## src/rtl/float_div_iter.sv

```systemverilog
// Iterative IEEE-754 single-precision divider: radix-2 restoring, one quotient
// bit per clock, one operation in flight, valid/ready stream handshake.
module float_div_iter #(
    parameter string EN_ROUND = "true"
) (
    input  logic        clk,
    input  logic        rst,
    input  logic        valid_i,
    output logic        ready_o,
    input  logic [31:0] op_A,
    input  logic [31:0] op_B,
    input  logic        s_axi_last,
    output logic        valid_o,
    input  logic        ready_i,
    output logic [31:0] op_result,
    output logic [1:0]  flow,
    output logic        div_zero,
    output logic        m_axi_last
);

    localparam bit RoundEn = (EN_ROUND == "true");

    typedef enum logic [1:0] {IDLE, CALC, PACK, DONE} state_t;
    typedef enum logic [2:0] {SP_NONE, SP_NAN, SP_INF, SP_ZERO, SP_DIVZ} class_t;

    state_t             state_q, state_d;
    class_t             cls_q, cls_d;
    logic [4:0]         cnt_q, cnt_d;
    logic [25:0]        rem_q, rem_d;
    logic [24:0]        quo_q, quo_d;
    logic [23:0]        mantb_q, mantb_d;
    logic signed [9:0]  exp_q, exp_d;
    logic               sign_q, sign_d;
    logic               last_q, last_d;
    logic [31:0]        result_q, result_d;
    logic [1:0]         flow_q, flow_d;
    logic               divz_q, divz_d;
    logic               mlast_q, mlast_d;
    logic               valid_q, valid_d;

    logic [7:0]         ea, eb;
    logic [23:0]        ma, mb;
    logic               nan_a, nan_b, inf_a, inf_b, zero_a, zero_b;
    class_t             cls_in;
    logic [25:0]        rem_sub;
    logic [23:0]        frac_sum;
    logic signed [9:0]  exp_r;

    assign ea     = op_A[30:23];
    assign eb     = op_B[30:23];
    assign ma     = {1'b1, op_A[22:0]};
    assign mb     = {1'b1, op_B[22:0]};
    assign nan_a  = (ea == 8'hFF) && (op_A[22:0] != '0);
    assign nan_b  = (eb == 8'hFF) && (op_B[22:0] != '0);
    assign inf_a  = (ea == 8'hFF) && (op_A[22:0] == '0);
    assign inf_b  = (eb == 8'hFF) && (op_B[22:0] == '0);
    assign zero_a = (ea == 8'h00);
    assign zero_b = (eb == 8'h00);

    always_comb begin
        cls_in = SP_NONE;
        if (nan_a || nan_b || (zero_a && zero_b) || (inf_a && inf_b)) cls_in = SP_NAN;
        else if (inf_a)  cls_in = SP_INF;
        else if (inf_b)  cls_in = SP_ZERO;
        else if (zero_b) cls_in = SP_DIVZ;
        else if (zero_a) cls_in = SP_ZERO;
    end

    assign rem_sub  = rem_q - {2'b00, mantb_q};
    assign frac_sum = {1'b0, quo_q[23:1]} + {23'd0, RoundEn & quo_q[0]};
    // A rounding carry out of the 23-bit fraction leaves frac_sum[22:0] at zero.
    assign exp_r    = exp_q + $signed({9'd0, frac_sum[23]});

    always_comb begin
        state_d  = state_q;
        cls_d    = cls_q;
        cnt_d    = cnt_q;
        rem_d    = rem_q;
        quo_d    = quo_q;
        mantb_d  = mantb_q;
        exp_d    = exp_q;
        sign_d   = sign_q;
        last_d   = last_q;
        result_d = result_q;
        flow_d   = flow_q;
        divz_d   = divz_q;
        mlast_d  = mlast_q;
        valid_d  = valid_q;
        case (state_q)
            IDLE: begin
                if (valid_i) begin
                    sign_d  = op_A[31] ^ op_B[31];
                    cls_d   = cls_in;
                    mantb_d = mb;
                    last_d  = s_axi_last;
                    quo_d   = '0;
                    cnt_d   = '0;
                    if (ma < mb) begin
                        rem_d = {1'b0, ma, 1'b0};
                        exp_d = $signed({2'b00, ea}) - $signed({2'b00, eb}) + 10'sd126;
                    end else begin
                        rem_d = {2'b00, ma};
                        exp_d = $signed({2'b00, ea}) - $signed({2'b00, eb}) + 10'sd127;
                    end
                    state_d = CALC;
                end
            end
            CALC: begin
                if (rem_q >= {2'b00, mantb_q}) begin
                    rem_d = {rem_sub[24:0], 1'b0};
                    quo_d = {quo_q[23:0], 1'b1};
                end else begin
                    rem_d = {rem_q[24:0], 1'b0};
                    quo_d = {quo_q[23:0], 1'b0};
                end
                cnt_d = cnt_q + 5'd1;
                if (cnt_q == 5'd24) state_d = PACK;
            end
            PACK: begin
                flow_d  = 2'b00;
                divz_d  = 1'b0;
                mlast_d = last_q;
                valid_d = 1'b1;
                state_d = DONE;
                case (cls_q)
                    SP_NAN:  result_d = 32'h7FC0_0000;
                    SP_INF:  result_d = {sign_q, 8'hFF, 23'd0};
                    SP_ZERO: result_d = {sign_q, 31'd0};
                    SP_DIVZ: begin
                        result_d = {sign_q, 8'hFF, 23'd0};
                        divz_d   = 1'b1;
                    end
                    default: begin
                        if (exp_r >= 10'sd255) begin
                            result_d = {sign_q, 8'hFF, 23'd0};
                            flow_d   = 2'b10;
                        end else if (exp_r <= 10'sd0) begin
                            result_d = {sign_q, 31'd0};
                            flow_d   = 2'b01;
                        end else begin
                            result_d = {sign_q, exp_r[7:0], frac_sum[22:0]};
                        end
                    end
                endcase
            end
            DONE: begin
                if (ready_i) begin
                    valid_d = 1'b0;
                    state_d = IDLE;
                end
            end
            default: state_d = IDLE;
        endcase
    end

    always_ff @(posedge clk or posedge rst) begin
        if (rst) begin
            state_q  <= IDLE;
            cls_q    <= SP_NONE;
            cnt_q    <= '0;
            rem_q    <= '0;
            quo_q    <= '0;
            mantb_q  <= '0;
            exp_q    <= '0;
            sign_q   <= 1'b0;
            last_q   <= 1'b0;
            result_q <= '0;
            flow_q   <= '0;
            divz_q   <= 1'b0;
            mlast_q  <= 1'b0;
            valid_q  <= 1'b0;
        end else begin
            state_q  <= state_d;
            cls_q    <= cls_d;
            cnt_q    <= cnt_d;
            rem_q    <= rem_d;
            quo_q    <= quo_d;
            mantb_q  <= mantb_d;
            exp_q    <= exp_d;
            sign_q   <= sign_d;
            last_q   <= last_d;
            result_q <= result_d;
            flow_q   <= flow_d;
            divz_q   <= divz_d;
            mlast_q  <= mlast_d;
            valid_q  <= valid_d;
        end
    end

    assign ready_o    = (state_q == IDLE);
    assign valid_o    = valid_q;
    assign op_result  = result_q;
    assign flow       = flow_q;
    assign div_zero   = divz_q;
    assign m_axi_last = mlast_q;

endmodule

```

## config.mk

```make
export PLATFORM = sky130hd
export DESIGN_NAME = float_div_iter
export DESIGN_NICKNAME = d
export VERILOG_FILES = /design/src/rtl/float_div_iter.sv
export SDC_FILE = /design/constraint.sdc
export NUM_CORES = 1
export LEC_CHECK = 0
export ABC_CLOCK_PERIOD_IN_PS = 4200
export CORE_MARGIN = 8
export CORE_UTILIZATION = 50
export DETAILED_ROUTE_END_ITERATION = 8
export GPL_TIMING_DRIVEN = 0
export HOLD_SLACK_MARGIN = 0.06
export PLACE_DENSITY = 0.75
export SETUP_SLACK_MARGIN = 0.5
export SYNTH_ARGS = -nofsm -noshare
export SYNTH_HDL_FRONTEND = slang
export SYNTH_SLANG_ARGS = --single-unit
```

## constraint.sdc

```tcl
create_clock -name clk -period 4.2 [get_ports clk]
set_input_delay 0.84 -clock clk [delete_from_list [all_inputs] [get_ports clk]]
set_output_delay 0.84 -clock clk [all_outputs]
set_load 0.01 [all_outputs]
```

* After elaboration in Yosys (flattened, before gate mapping)
Cells that the tools add are included.
** Word-level totals
- Flip-flop bits (word level) :: 133
- Bits of input ports :: 69
- Output and inout port bits :: 38
- Word-level logic and storage cells :: 91
** Cells by class
- $add $sub $neg :: 7
- Order comparisons :: 4
- Equality and inequality tests :: 13
- Multiplexer cells :: 28
- Bitwise logic cells :: 1
- Reduce and logical (&&, ||, !) cells :: 24
** Operators by type and width (number)
- one-hot mux 32 bit (3 select lines) :: 1
- 2-to-1 mux 31 bit :: 2
- 2-to-1 mux 26 bit :: 2
- one-hot mux 26 bit (2 select lines) :: 1
- one-hot mux 24 bit (2 select lines) :: 1
- logical NOT 23 bit :: 2
- nonzero test 23 bit :: 2
- >= comparator 26 x 24 -> 1 bit :: 1
- 2-to-1 mux 25 bit :: 1
- subtractor 25 x 24 -> 25 bit :: 1
- adder 23 x 1 -> 24 bit :: 1
- less-than comparator 24 bit :: 1
- 2-to-1 mux 24 bit :: 1
- adder 9 x 8 -> 10 bit, second input constant :: 2
- equality test 8 bit, second input constant :: 2
- logical NOT 8 bit :: 2
- 2-to-1 mux 2 bit :: 6
- 2-to-1 mux 3 bit :: 4
- adder 10 x 2 -> 10 bit :: 1
- >= comparator 10 x 9 -> 1 bit, second input constant :: 1
- less-or-equal comparator 10 x 1 -> 1 bit, second input constant :: 1
- 2-to-1 mux 10 bit :: 1
- one-hot mux 5 bit (2 select lines) :: 1
- subtractor 8 x 8 -> 9 bit :: 1
- other kinds (21) :: 38

* Depth between registers and ports, before layout
- Word-level depth :: 6
- Gate-level depth with buffers :: 22
- Gate-level depth less buffers :: 19

* Least setup slack after synthesis
No wires, ideal clock.
- Kind :: register to register
- From :: register quo_q[0]
- To :: register result_q[10] (netlist: op_result[10])
- Setup time :: 0.081 ns
- Arrival time :: 3.829 ns
- Required time :: 4.119 ns
- Setup slack :: 0.290 ns
- Cell stages (with the launch flop) :: 23
- Path buffers :: 3
- Clock period less this slack :: 3.910 ns
- Cells stage by stage :: dfrtp_1 ha_1 nand2_1 nor2_1 and3_1 nand2_1 nor2_1 and3_1 and3_1 ha_1 ha_1 nand2_1 or3_1 buf_2 or3_1 nand3_1 nor2_1 a21oi_2 nand3_4 or2_1 buf_6 buf_12 o22ai_2
** Between the ends
- Cells in the longest elaborated chain, start to end :: 6
- Elaborated cells on any way between the ends :: 7
- Classes of those cells :: 2 x add/sub; 2 x order compare; 3 x mux
** Ends and longest elaborated chain
- from (decl) :: line 30 : logic [24:0] quo_q, quo_d;
- from (signal assigned) :: line 177 : quo_q <= quo_d;
- adder 23 x 1 -> 24 bit * :: line 70 : assign frac_sum = {1'b0, quo_q[23:1]} + {23'd0, RoundEn & quo_q[0]};
- adder 10 x 2 -> 10 bit :: line 72 : assign exp_r = exp_q + $signed({9'd0, frac_sum[23]});
- less-or-equal comparator 10 x 1 -> 1 bit :: line 137 : end else if (exp_r <= 10'sd0) begin
- 2-to-1 mux 31 bit :: line 137
- 2-to-1 mux 31 bit * :: line 134 : if (exp_r >= 10'sd255) begin
- one-hot mux 32 bit (3 select lines) * :: line 125 : case (cls_q)
- to (signal assigned) :: line 182 : result_q <= result_d;
- to (decl) :: line 35 : logic [31:0] result_q, result_d;
Every way passes the cells marked *; elsewhere a longest branch is shown, timed or not.
A chain may end at the register's enable or synchronous reset.

* Worst setup path after layout
- From :: register quo_q[1]
- To :: register result_q[1] (netlist: op_result[1])
The elaborated chain is that of the path after synthesis.

==> metrics.txt <==
# TYPE chip_impl_metric gauge
chip_impl_metric{name="slew-limit-headroom",unit="%"} 41.1
chip_impl_metric{name="global_router_s_overall_resource_usage",unit="%"} 23.3
chip_impl_metric{name="hold_violations",unit=""} 0
chip_impl_info{name="end_kind",value="register"} 1
chip_impl_info{name="yosys.cell_count.top_type",value="nand2_1"} 1
chip_impl_metric{name="timing.final.crit_share",unit="%"} 89.9
chip_impl_metric{name="syn-num-nets",unit=""} 1222
chip_impl_metric{name="initial_standard_cell_utilization_of_the_core",unit="%"} 51.0
chip_impl_metric{name="antenna_found_initial",unit=""} 0
chip_impl_metric{name="synth_area_per_cell",unit="µm²"} 8.49
chip_impl_metric{name="synth-edff-count",unit=""} 0
chip_impl_metric{name="post_synth_instance_area",unit="µm²"} 9200
chip_impl_metric{name="synth_warnings",unit=""} 0
chip_impl_metric{name="yosysSeqAreaShare",unit="%"} 36.2
chip_impl_info{name="rsz0062_at_grt",value="yes"} 1
chip_impl_metric{name="insertedDiodeCount",unit=""} 0
chip_impl_info{name="synth_area_leaders",value="dfrtp_1 (36%), ha_1 (9.1%), nand2_1 (5.9%), inv_1 (4.4%), o21ai_0 (3.6%)"} 1
chip_impl_metric{name="internal-power",unit="µW"} 4260
chip_impl_info{name="critPathKind",value="reg -> reg"} 1
chip_impl_metric{name="placed_wire_length_estimate",unit="µm"} 19500
chip_impl_metric{name="layout-drive-gt1-share",unit="%"} 12.0
chip_impl_metric{name="synthCells",unit=""} 1084
chip_impl_metric{name="core_region_area",unit="µm²"} 18000
chip_impl_metric{name="floorplan.rows",unit=""} 49
chip_impl_metric{name="clk_transition_reported_paths",unit="ns"} 0.06
chip_impl_info{name="synth_flop_type",value="dfrtp_1"} 1
chip_impl_metric{name="route.final.wire_length",unit="µm"} 26700
chip_impl_info{name="startpoint",value="quo_q[1]$_DFFE_PP0P_"} 1
chip_impl_info{name="status",value="finished clean"} 1
chip_impl_info{name="ys_top_cells_by_count",value="nand2_1 (144), dfrtp_1 (133), inv_1 (108)"} 1
chip_impl_metric{name="clock_insertion_delay_worst_skew",unit="ns"} 0.42
chip_impl_info{name="tightest_hold_check_type",value="reg -> reg"} 1
chip_impl_metric{name="power",unit="µW"} 7960
chip_impl_metric{name="dieWidth",unit="µm"} 152
chip_impl_metric{name="hold_buffers",unit=""} 0
chip_impl_metric{name="synth_cell_types",unit=""} 72
chip_impl_metric{name="power.clock.fraction",unit="%"} 17.9
chip_impl_info{name="cts_tree",value="yes"} 1
chip_impl_metric{name="firstDrtPassIters",unit=""} 5
chip_impl_metric{name="gr-total-overflow",unit=""} 0
chip_impl_metric{name="power.sequential.fraction",unit="%"} 24.2
chip_impl_metric{name="max_clock_freq",unit="MHz"} 265
chip_impl_metric{name="finalSetupViolations",unit=""} 0
chip_impl_metric{name="switching_share",unit="%"} 46.5
chip_impl_metric{name="detailedRoute.firstIterationViolations",unit=""} 559
chip_impl_metric{name="critPathMaxFanout",unit=""} 5
chip_impl_metric{name="first_global_vias",unit=""} 8340
chip_impl_metric{name="drtAntennaViolNets",unit=""} 0
chip_impl_metric{name="grt_pass1_wl",unit="µm"} 42500
chip_impl_metric{name="fin_nets",unit=""} 1382
chip_impl_metric{name="total_switching_power",unit="µW"} 3700
chip_impl_metric{name="fin_crit",unit="ns"} 3.78
chip_impl_metric{name="post_route_clock_skew",unit="ns"} 0.0109
chip_impl_metric{name="worst_slew_pin_tran",unit="ns"} 0.883
chip_impl_metric{name="post-route-drc-count",unit=""} 0
chip_impl_metric{name="synth_top_cell_area_share",unit="%"} 36.2
chip_impl_info{name="worstReg2RegEnd",value="op_result[1]$_DFFE_PP0P_"} 1
chip_impl_metric{name="avgViaCountPerCell",unit=""} 5.72
chip_impl_metric{name="cellPowerDensity",unit="nW/µm²"} 682
chip_impl_info{name="setup.worst_path.end",value="op_result[1]$_DFFE_PP0P_"} 1
chip_impl_metric{name="worst_ep_required_time",unit="ns"} 4.53
chip_impl_metric{name="p_comb_share",unit="%"} 57.9
chip_impl_metric{name="slew_violations",unit=""} 0
chip_impl_metric{name="timing.reg2reg.worst_path_depth",unit=""} 22
chip_impl_metric{name="worst_ep_arrival_time",unit="ns"} 4.11
chip_impl_metric{name="register_to_register_path_setup_slack",unit="ns"} 0.42
chip_impl_metric{name="area.growth.synth_to_final",unit="%"} 26.8
chip_impl_metric{name="maxCapViolations",unit=""} 0
chip_impl_metric{name="num_io_pins",unit=""} 107
chip_impl_metric{name="vias_post_dr",unit=""} 8495
chip_impl_info{name="crit_start_category",value="register"} 1
chip_impl_metric{name="post-place-cells",unit=""} 1422
chip_impl_info{name="critPathSlowestCell",value="dfrtp_1"} 1
chip_impl_metric{name="max_stage_delay_on_crit_path",unit="ns"} 0.40
chip_impl_metric{name="die_area",unit="µm²"} 23000
chip_impl_metric{name="total_leakage_power",unit="µW"} 0.00513
chip_impl_info{name="cts_root_buffer",value="clkbuf_16"} 1
chip_impl_metric{name="detail_route.wl_per_cell",unit="µm"} 17.9
chip_impl_info{name="post-synth-top-area-cell",value="dfrtp_1"} 1
chip_impl_metric{name="portBuffers",unit=""} 106
chip_impl_info{name="path_cells",value="ha_4 -> nand2_4 -> nor2_4 -> and3_4 -> nand2_4 -> nor2_4 -> and3_4 -> and3_4 -> ha_4 -> ha_4 -> nand2_2 -> or3_4 -> buf_6 -> or3_4 -> nand3_4 -> nor2_4 -> a21oi_4 -> nand3_4 -> or2_1 -> buf_6 -> buf_12 -> o22ai_4"} 1
chip_impl_metric{name="hold-worst-slack",unit="ns"} 0.453
chip_impl_metric{name="die-height",unit="µm"} 152
chip_impl_metric{name="share_of_synthesized_flip_flops_with_an_asynchronous_set_or_reset",unit="%"} 100
chip_impl_metric{name="ctsHtreeMaxLevel",unit=""} 4
chip_impl_info{name="r2r-start",value="quo_q[1]$_DFFE_PP0P_"} 1
chip_impl_metric{name="tritoncts.num_buffers",unit=""} 17
chip_impl_metric{name="cts_num_sinks",unit=""} 133
chip_impl_metric{name="clockBufferDepth",unit=""} 2
chip_impl_metric{name="routability_congestion_estimate",unit=""} 0.961
chip_impl_metric{name="ys_seq_elements",unit=""} 133
chip_impl_metric{name="vdd_ir_drop_max",unit="mV"} 0.399
chip_impl_metric{name="grt_max_degree",unit=""} 42
chip_impl_metric{name="layout.cells.non_filler",unit=""} 1486
==> flip-flops by register name (all words and copies together) (netlist names), 2 cells and up <==
signal     cells
mantb_q       24
op_result     32
rem_q         26
cls_q          3
state_q        2
cnt_q          5
flow           2
exp_q         10
quo_q         24
==> power by group through the flow <==
| stage | clock, µW | sequential [µW] | combinational (µW) |
|---|---|---|---|
| finish | 1420 | 1930 | 4610 |
| global route | 1500 | 1970 | 5100 |
| CTS | 1430 | 1910 | 4520 |
| detailed placement | 0 | 1940 | 4370 |
| global placement | 0 | 1920 | 4320 |
| floorplan | 0 | 1910 | 3190 |
==> layer usage <==
layer / GRT usage [%] / vias to the layer above / routed length, µm
li1: - / 4123 / -
met1: 28.7 / 4072 / 11000
met2: 40.3 / 254 / 13300
met3: 3.59 / 46 / 1540
met4: 9.16 / 0 / 820
met5: 0 / - / 0
==> metrics by stage <==
step | setup TNS [ns] | setup WS [ns] | utilization, % | area, µm²
floorplan | 0 | 0.518 | - | 9260
global placement | -1.16 | -0.160 | 58.8 | 10600
detailed placement | -1.87 | -0.203 | 59.2 | 10700
CTS | 0 | 0.315 | 63.8 | 11500
global route | 0 | 0.306 | 64.7 | 11700
finish | 0 | 0.423 | 64.7 | 11700
==> how the worst min path moves through the flow <==
stage / startpoint / to / slack, ns / cells after the start
finish: mantb_q[23]$_DFFE_PP0P_ / mantb_q[23]$_DFFE_PP0P_ / 0.45 / 2
global route: mantb_q[23]$_DFFE_PP0P_ / mantb_q[23]$_DFFE_PP0P_ / 0.50 / 2
CTS: mantb_q[23]$_DFFE_PP0P_ / mantb_q[23]$_DFFE_PP0P_ / 0.46 / 2
detailed placement: mantb_q[23]$_DFFE_PP0P_ / mantb_q[23]$_DFFE_PP0P_ / 0.44 / 2
global placement: mantb_q[23]$_DFFE_PP0P_ / mantb_q[23]$_DFFE_PP0P_ / 0.43 / 2
floorplan: mantb_q[23]$_DFFE_PP0P_ / mantb_q[23]$_DFFE_PP0P_ / 0.42 / 2
==> cell usage in the layout, fill, tap and decap left out, types with 15 or more instances in the layout <==
cell type,instances
xnor2_1,32
inv_1,107
dfrtp_1,131
o22ai_2,18
buf_4,32
nand2_1,141
nor3_1,15
clkbuf_16,17
clkbuf_1,30
nor2_1,75
xor2_1,30
nand4_1,19
a21oi_1,54
clkdlybuf4s50_1,105
nand3_1,50
ha_1,64
o21ai_0,65
==> logic make-up (layout without fill, tap and decap cells) <==
kind of cell,Yosys count,count (layout),synth area share (%)
compound gates,258,258,19.1
buf+inv,156,329,6.96
mux,27,27,3.13
xor+xnor,62,62,5.90
flops,133,133,36.2
fa+ha+maj,69,69,9.55
simple gates,379,379,19.2
==> area by class of cell <==
type                       count  area, µm²
clock buffer                  17        425
timing repair buffer         141       1400
tap                          229        287
inverter                     109        413
fill                        1523       6360
multi-input combinational    795       5430
sequential                   133       3330
buffer                        47        244
clock inverter                15        134
==> repair_timing <==
action,in CTS,in global routing
pin swaps,29,11
resized for setup,18,21
setup buffers,20,10
setup endpoints to repair,51,61
cloned,2,0
==> critical path: cells and delay by family, from the launching register on <==
| kind | cells | cell delay [ns] |
|---|---|---|
| buffers and inverters | 3 | 0.44 |
| adder cells (fa/ha/maj) | 3 | 0.43 |
| AND/OR/NAND/NOR | 14 | 2.14 |
| AO/OA/AOI/OAI | 2 | 0.25 |
| flip-flops | 1 | 0.40 |
(Power assumes the default switching activity.)
